## src/rtl/buzzer_decoder.sv

```systemverilog
`default_nettype none
// ============================================================================
// buzzer_decoder : recovers the one-hot note selector from the buzzer pulse
// Revision: 1.0
// ============================================================================
module buzzer_decoder #(
  parameter int CONFIRM = 3,
  parameter int TIMEOUT = 12
) (
  input  logic       clock,
  input  logic       reset,
  input  logic       pulso,
  output logic [3:0] seletor,
  output logic       valido,
  output logic       mudou,
  output logic       erro,
  output logic [4:0] periodo
);

  localparam logic [4:0] c_timeout    = 5'(TIMEOUT);
  localparam logic [4:0] c_timeout_m1 = 5'(TIMEOUT - 1);
  localparam logic [2:0] c_confirm    = 3'(CONFIRM);

  typedef enum logic [1:0] {
    SILENCIO = 2'd0,
    MEDINDO  = 2'd1,
    TRAVADO  = 2'd2
  } state_t;

  state_t     r_state;
  logic       r_pulso_ant;
  logic [4:0] r_cnt;
  logic [3:0] r_candidate;
  logic [2:0] r_acertos;

  logic       w_borda;
  logic [3:0] w_class;
  logic       w_valid;
  logic       w_timeout;
  logic [2:0] w_hits;

  function automatic logic [3:0] classify(input logic [4:0] p);
    case (p)
      5'd2:    classify = 4'b1000;
      5'd3:    classify = 4'b0100;
      5'd4:    classify = 4'b0010;
      5'd8:    classify = 4'b0001;
      default: classify = 4'b0000;
    endcase
  endfunction

  // r_cnt still holds the pre-reload interval during the edge cycle
  always_comb begin
    w_borda   = pulso & ~r_pulso_ant;
    w_class   = classify(r_cnt);
    w_valid   = |w_class;
    w_timeout = ~w_borda & (r_cnt == c_timeout_m1);
    w_hits    = (w_class == r_candidate) ? (r_acertos + 3'd1) : 3'd1;
  end

  always_ff @(posedge clock or negedge reset) begin
    if (!reset) begin
      r_state     <= SILENCIO;
      r_pulso_ant <= 1'b0;
      r_cnt       <= c_timeout;
      r_candidate <= 4'b0000;
      r_acertos   <= 3'd0;
      seletor     <= 4'b0000;
      valido      <= 1'b0;
      mudou       <= 1'b0;
      erro        <= 1'b0;
      periodo     <= 5'd0;
    end else begin
      r_pulso_ant <= pulso;
      mudou       <= 1'b0;
      erro        <= 1'b0;

      if (w_borda)
        r_cnt <= 5'd1;
      else if (r_cnt != c_timeout)
        r_cnt <= r_cnt + 5'd1;

      if (w_borda) begin
        case (r_state)
          SILENCIO: begin
            r_state   <= MEDINDO;
            r_acertos <= 3'd0;
          end
          MEDINDO, TRAVADO: begin
            periodo <= r_cnt;
            if (!w_valid) begin
              erro      <= 1'b1;
              r_acertos <= 3'd0;
              r_state   <= MEDINDO;
            end else if (!(r_state == TRAVADO && w_class == seletor)) begin
              // seletor keeps its old value until the new class confirms
              r_candidate <= w_class;
              r_acertos   <= w_hits;
              if (w_hits >= c_confirm) begin
                r_state <= TRAVADO;
                seletor <= w_class;
                valido  <= 1'b1;
                mudou   <= (w_class != seletor);
              end else begin
                r_state <= MEDINDO;
              end
            end
          end
          default: r_state <= SILENCIO;
        endcase
      end else if (w_timeout) begin
        r_state <= SILENCIO;
        seletor <= 4'b0000;
        valido  <= 1'b0;
        mudou   <= |seletor;
      end
    end
  end

endmodule
`default_nettype wire

```

## config.mk

```make
export PLATFORM = sky130hd
export DESIGN_NAME = buzzer_decoder
export DESIGN_NICKNAME = d
export VERILOG_FILES = /design/src/rtl/buzzer_decoder.sv
export SDC_FILE = /design/constraint.sdc
export NUM_CORES = 1
export LEC_CHECK = 0
export CORE_MARGIN = 2
export CORE_UTILIZATION = 45
export DETAILED_ROUTE_END_ITERATION = 6
export PLACE_DENSITY = 0.65
export SLEW_MARGIN = 20
export SYNTH_ARGS = -nofsm -noshare
export SYNTH_HDL_FRONTEND = slang
export SYNTH_SLANG_ARGS = --single-unit
```

## constraint.sdc

```tcl
create_clock -name clock -period 6 [get_ports clock]
set_clock_uncertainty 0.1 [all_clocks]
set_input_delay 1.5 -clock clock [delete_from_list [all_inputs] [get_ports clock]]
set_output_delay 1.5 -clock clock [all_outputs]
set_load 0.02 [all_outputs]
```

==> summary.md, run 1 <==
| Metric | Value |
|---|---|
| Placed Area | `0.00172 mm²` |
| Main combinational cell family by area after synthesis | `simple AND/OR/NAND/NOR gates` |
| Hold endpoint | `periodo[3]` |
| Worst vdd ir | `0.192 mV` |
| Synthesized cell area | `0.00158 mm²` |
| IO Port Bufs | `14` |
| Synth top cells by count | `25 x dfrtp_1, 15 x nand2_1, 10 x inv_1, 10 x mux2i_1, 10 x nor2_1` |
| Clk buf depth | `2` |
| Die area | `0.00400 mm²` |
| R2r endpoint | `seletor[3]` |
| Power Dens Cells | `436 mW/mm²` |
| Complex-gate fraction of the synthesized area | `10.5%` |
| Overall Power | `761 µW` |
| Worst-path cell chain | `clkdlybuf4s50_1` |
| Min Hold Slack | `0.400 ns` |
| Vertical die dimension | `63.2 µm` |
| Clock root cell | `clkbuf_4` |
| Synth top area cells | `dfrtp_1 40%, mux2i_1 6.3%, ha_1 5.6%` |
| Count leader, synth | `dfrtp_1` |
| Final net count | `175` |
| Post-synthesis mux area share | `9.91%` |
| Worst hold path cell count | `2` |
| Seq cells post-synth | `27` |
| CP required | `4.40 ns` |
| Critical path arrival | `1.42 ns` |
| Core area | `0.00336 mm²` |
| Post-Synth XOR/XNOR Area | `3.89%` |
| Clock sink total | `27` |
| Final hold violation count | `0` |
| Cells after Synth | `152` |
| WL final | `3.00 mm` |
| Fill cells | `334` |
| Post-route cell area | `0.00175 mm²` |
| Status | `finished, final reports clean` |
| Worst Setup End Kind | `output port` |
| CTS Buf Count | `3` |
| Leak Pwr | `0.000790 µW` |
| Area share of the largest cell type after synthesis | `39.7%` |
| Fin. max-slew vios | `0` |
| Worst Tran Pin Value | `0.623 ns` |
| Final ANT Viol Nets | `0` |
| Reg2reg setup slack | `3.13 ns` |
| Critical path's slowest cell | `clkdlybuf4s50_1` |
| Post-synth net total | `162` |
| GRT overflow | `0` |
| H-tree depth | `1` |
| Unrepaired setup endpoints after global routing | `no` |
| Aggregate global-route resource usage | `16.4%` |
| Clock-pin slew on the worst setup and hold paths | `0.15 ns` |
| Area leader, netlist | `dfrtp_1` |
| Post-DR wirelength/cell | `14.3 µm` |
| Largest net degree at the start of global routing | `28` |
| Reg2reg start | `r_cnt[0]` |
| Die W | `63.2 µm` |
| Class of the worst hold path | `flop to flop` |
| Ys Warns | `0` |
| Initial antenna violation count | `0` |
| Share of layout cells above drive strength 1 | `11.0%` |
| DRT Pass-1 Iters | `5` |
| Number of global-route vias before repair | `1121` |
| Minimum clock period | `3.02 ns` |
| MaxCap Viol Count | `0` |
| Async set-or-reset flop fraction in the synthesized netlist | `100%` |
| DRC errors left | `0` |
| Post-Syn Area per Cell | `10.4 µm²` |
| Setup TNS | `0 ns` |
| Crit share post-route | `50.3%` |
| Post-synth EDFFs | `0` |
| First-pass GRT wire length | `5.20 mm` |
| Worst hold start | `periodo[3]` |
| Crit path buf inv count | `1` |
| Hold_buf cts | `0` |
| Effective utilization at floorplan | `46.9%` |
| Total number of vias | `1103` |
| CTS tree | `yes` |
| Cts repair resizes | `0` |
| Post-Synth Simple-Gate Area | `20.7%` |
| Crit Path Category | `flop to output port` |
| Detailed placement HPWL | `2.23 mm` |
| Final setup viols | `0` |
| Initial DRC Count | `41` |
| Family with the most delay on the worst path | `buffers and inverters` |
| Clk_lat worst skew | `0.32 ns` |
| Adder-Cell Fraction of Synth Area | `5.55%` |
| Worst setup SP type | `flop` |
| Reg2reg path depth | `7` |
| Slew margin rel. | `58.4%` |
| Placer congestion estimate | `0.798` |
| CP peak stage delay | `0.64 ns` |
| Routed vias/inst | `5.25` |
| Post-CTS Setup Bufs | `0` |
| # diodes | `0` |
| FP Rows | `21` |
| Layout area overhead | `10.6%` |
| Synth cell types | `45` |
| Fmax achieved | `331 MHz` |
| Max FO, Critical Path | `6` |
| Sequential fraction of the synthesis area | `43.0%` |
| Most used flip-flop cell after synthesis | `dfrtp_1` |
| Io pins | `15` |
## per-layer routing
metal / share of wire (%) / wire length, µm / GRT usage, % / vias up
li1: - / - / - / 560
met1: 47 / 1420 / 20.9 / 532
met2: 50 / 1510 / 28.2 / 9
met3: 1.5 / 44 / 2.14 / 2
met4: 0.77 / 23 / 6.52 / 0
met5: 0 / 0 / 0 / -
## worst max-delay path by stage
| stage | from | end | slack (ns) | depth (start not counted) |
|---|---|---|---|---|
| floorplan | pulso | periodo[2] | 3.47 | 3 |
| global placement | pulso | periodo[4] | 2.82 | 4 |
| detailed placement | pulso | periodo[4] | 2.78 | 4 |
| CTS | seletor[1] | seletor[1] | 2.96 | 1 |
| global route | r_cnt[0] | seletor[3] | 2.89 | 7 |
| finish | seletor[1] | seletor[1] | 2.98 | 1 |
## tightest hold or removal path, cell delays in order, from the launching register on
cell and delay (ns):
dfrtp_1 0.37, nand2_1 0.05, o21ai_0 0.06
## kinds of logic after synthesis
family | count (synthesis)
AO/OA/AOI/OAI | 23
XOR/XNOR | 7
adder cells (fa/ha/maj) | 7
buffers and inverters | 17
flip-flops | 27
multiplexers | 15
AND/OR/NAND/NOR | 56
## metrics by stage
| stage | utilization (%) | setup WS (ns) | cells |
|---|---|---|---|
| 2_1_floorplan | - | 3.47 | 152 |
| 3_3_place_gp | 51.1 | 2.82 | 206 |
| 3_5_place_dp | 51.1 | 2.78 | 206 |
| 4_1_cts | 51.9 | 2.96 | 210 |
| 5_1_grt | 51.9 | 2.89 | 210 |
| 6_report | 51.9 | 2.98 | 210 |
## power breakdown
part / leakage, µW / internal, µW / switching [µW]
clock network: 0.0000177 / 25.0 / 53.3
registers: 0.000351 / 240 / 68.5
logic: 0.000422 / 160 / 214
total: 0.000790 / 424 / 336
## area by class of cell
cell class / count / area [µm²] / area share (%)
Clock buffer: 3 / 22.5 / 1.29
Clock inverter: 1 / 5.00 / 0.287
Inverter: 10 / 37.5 / 2.15
Multi-Input combinational cell: 108 / 797 / 45.7
Sequential cell: 27 / 678 / 38.9
Tap cell: 46 / 57.6 / 3.30
Timing Repair Buffer: 15 / 148 / 8.46
## layout by cell type (no fill, tap or decap), types with 4 or more instances in the layout
cell type        instances
nand2_1                 15
nand3_1                  7
ha_1                     7
xor2_1                   4
o21ai_0                  5
clkdlybuf4s50_1         14
inv_1                   10
nor2_1                  10
dfrtp_1                 25
nor2b_1                  4
mux2i_1                 10
## flip-flops by register name (all words and copies together) (netlist names)
signal and flops:
periodo 5, r_cnt 5, r_candidate 4, seletor 4, r_acertos 3, r_state 2
erro 1, mudou 1, r_pulso_ant 1, valido 1
(Power assumes the default switching activity.)
==> run 2, diff against run 1 <==
PLACE_DENSITY = 0.68   (was 0.65)
clock period = 2.5 ns   (was 6 ns; I/O delays follow)
==> summary.md, run 2 (synthesis results as in run 1) <==
| Metric | Value |
|---|---|
| First-pass GRT wire length | `5.51 mm (+5.8%)` |
| Clock network power share | `10.1% (-0.2 points)` |
| Setup TNS | `0 ns (unchanged)` |
| Total number of vias | `1174 (+6.4%)` |
| Final setup viols | `0 (unchanged)` |
| Non-filler cells, final | `216 (+2.9%)` |
| H-tree depth | `1 (unchanged)` |
| Unrepaired setup endpoints after global routing | `no` |
| Clock-pin slew on the worst setup and hold paths | `0.14 ns (about the same)` |
| Post-route cell area | `0.00179 mm² (+2.7%)` |
| Final worst slack | `0.142 ns (-2.84 ns)` |
| IO Port Bufs | `14 (unchanged)` |
| CTS tree | `yes` |
| Crit Path Category | `flop to flop` |
| Final ANT Viol Nets | `0 (unchanged)` |
| Power Dens Cells | `1050 mW/mm² (+140%)` |
| DRT Pass-1 Iters | `4 (-1)` |
| Clk buf depth | `2 (unchanged)` |
| # diodes | `0 (unchanged)` |
| Largest net degree at the start of global routing | `28 (unchanged)` |
| Largest registers | `periodo x5, r_cnt x5` |
| Placed cells | `212 (+2.9%)` |
| Gate power share | `51.0% (+1.8 points)` |
| Layout area overhead | `13.6%` |
| Post-DR wirelength/cell | `14.7 µm (+2.6%)` |
| Effective utilization at floorplan | `46.9% (unchanged)` |
| Initial DRC Count | `48 (+17%)` |
| MaxCap Viol Count | `0 (unchanged)` |
| Critical path arrival | `2.48 ns (+1.06 ns)` |
| Clock sink total | `27 (unchanged)` |
| FP Rows | `21 (unchanged)` |
| Detailed placement HPWL | `2.42 mm (+8.7%)` |
| Status | `finished, final reports clean` |
| Slew margin rel. | `67.9% (+9.5 points)` |
| Aggregate global-route resource usage | `17.3% (+0.94 points)` |
| WL final | `3.17 mm (+5.6%)` |
| Leak Pwr | `0.000819 µW (+3.6%)` |
| Final hold violation count | `0 (unchanged)` |
| DP Worst Slack | `0.0840 ns (-2.70 ns)` |
| Initial antenna violation count | `0 (unchanged)` |
| Commonest cells after routing, fill and taps aside | `25 x dfrtp_1, 15 x nand2_1, 14 x clkdlybuf4s50_1` |
| CTS Buf Count | `3 (unchanged)` |
| Worst setup SP type | `flop` |
| Minimum clock period | `2.36 ns` |
| Placed Area | `0.00176 mm² (+2.6%)` |
| Vertical die dimension | `63.2 µm (unchanged)` |
| CP required | `2.62 ns (-1.78 ns)` |
| Clock root cell | `clkbuf_4` |
| Placer congestion estimate | `0.886 (+11%)` |
| Worst vdd ir | `0.426 mV (+120%)` |
| Die W | `63.2 µm (unchanged)` |
| Worst Tran Pin Value | `0.480 ns (-0.142 ns)` |
| Worst Setup End Kind | `flop` |
| Die area | `0.00400 mm² (unchanged)` |
| Class of the worst hold path | `flop to flop` |
| Most common cell after layout, fill and taps aside | `dfrtp_1` |
| Fmax achieved | `424 MHz` |
| Net Sw Frac | `43.2% (-1.0 points)` |
| Crit share post-route | `94.3%` |
| Sequential share of power | `38.9% (-1.6 points)` |
| GRT overflow | `0 (unchanged)` |
| Number of global-route vias before repair | `1173 (+4.6%)` |
| Fin. max-slew vios | `0 (unchanged)` |
| Share of layout cells above drive strength 1 | `14.7% (+3.7 points)` |
| Routed vias/inst | `5.44 (+3.5%)` |
| Clk_lat worst skew | `0.32 ns (about the same)` |
| Switching pwr | `812 µW (+140%)` |
| P_int | `1070 µW (+150%)` |
| DRC errors left | `0 (unchanged)` |
| Max FO, Critical Path | `5 (-1)` |
| Final net count | `181 (+3.4%)` |
| Io pins | `15 (unchanged)` |
| Core area | `0.00336 mm² (unchanged)` |
| Post-CTS Setup Bufs | `0 (unchanged)` |
==> run 2: changes by cell type in the layout (fill, tap and decap cells not counted), sizes merged <==
cell,change
clkbuf,+1
buf,+6
clkinv,-1
==> run 2: power groups by stage <==
| stage | combinational (µW) | clock (µW) | sequential [µW] |
|---|---|---|---|
| finish | 959 | 189 | 732 |
| global route | 1050 | 223 | 756 |
| CTS | 954 | 200 | 732 |
| detailed placement | 949 | 0 | 743 |
| global placement | 923 | 0 | 732 |
| floorplan | 678 | 0 | 734 |
==> run 2: per-layer routing <==
layer,track usage [%],part of all wire (%),up-vias
met4,8.15,3.4,0
li1,-,-,572
met5,0,0,-
met1,23.6,47,572
met2,27.9,48,19
met3,1.61,1.7,11
==> run 2: critical path, stage by stage (launching register included) <==
cell	delay, ns
dfrtp_1	0.44
inv_1	0.10
ha_1	0.25
nor2b_2	0.20
a211oi_1	0.35
o2111ai_2	0.22
o21a_1	0.27
mux2_1	0.33
==> run 2: final cells by class <==
type                    instances  area (µm²)
fillers                       336        1570
multi-input cells             108         801
flip-flops and latches         27         678
repair buffers                 21         193
well taps                      46        57.6
inverters                      10        37.5
clock buffers                   4        26.3
==> run 2: stage by stage <==
| step | hold slack, ns | util (%) | power, µW |
|---|---|---|---|
| after floorplan | 0.229 | - | 1410 |
| after global placement | 0.364 | 52.4 | 1650 |
| after detailed placement | 0.365 | 52.4 | 1690 |
| after CTS | 0.398 | 53.2 | 1890 |
| after global routing | 0.430 | 53.3 | 2030 |
| final | 0.394 | 53.3 | 1880 |
==> run 2: repair_timing <==
item,4_1_cts,5_1_grt
endpoints found under the setup margin,0,5
hold buffers,0,0
gates resized for setup,0,2
==> run 2: worst paths after layout <==
check | endpoint | slack (ns) | depth (start not counted) | from
hold / removal | valido | 0.39 | 1 | valido
setup / recovery | r_acertos[0] | 0.14 | 7 | r_cnt[0]
min in group asynchronous | erro | 0.56 | 2 | reset
setup reg to reg | r_acertos[0] | 0.14 | 7 | r_cnt[0]
max in group asynchronous | r_cnt[2] | 1.43 | 2 | reset
hold reg to reg | valido | 0.39 | 1 | valido
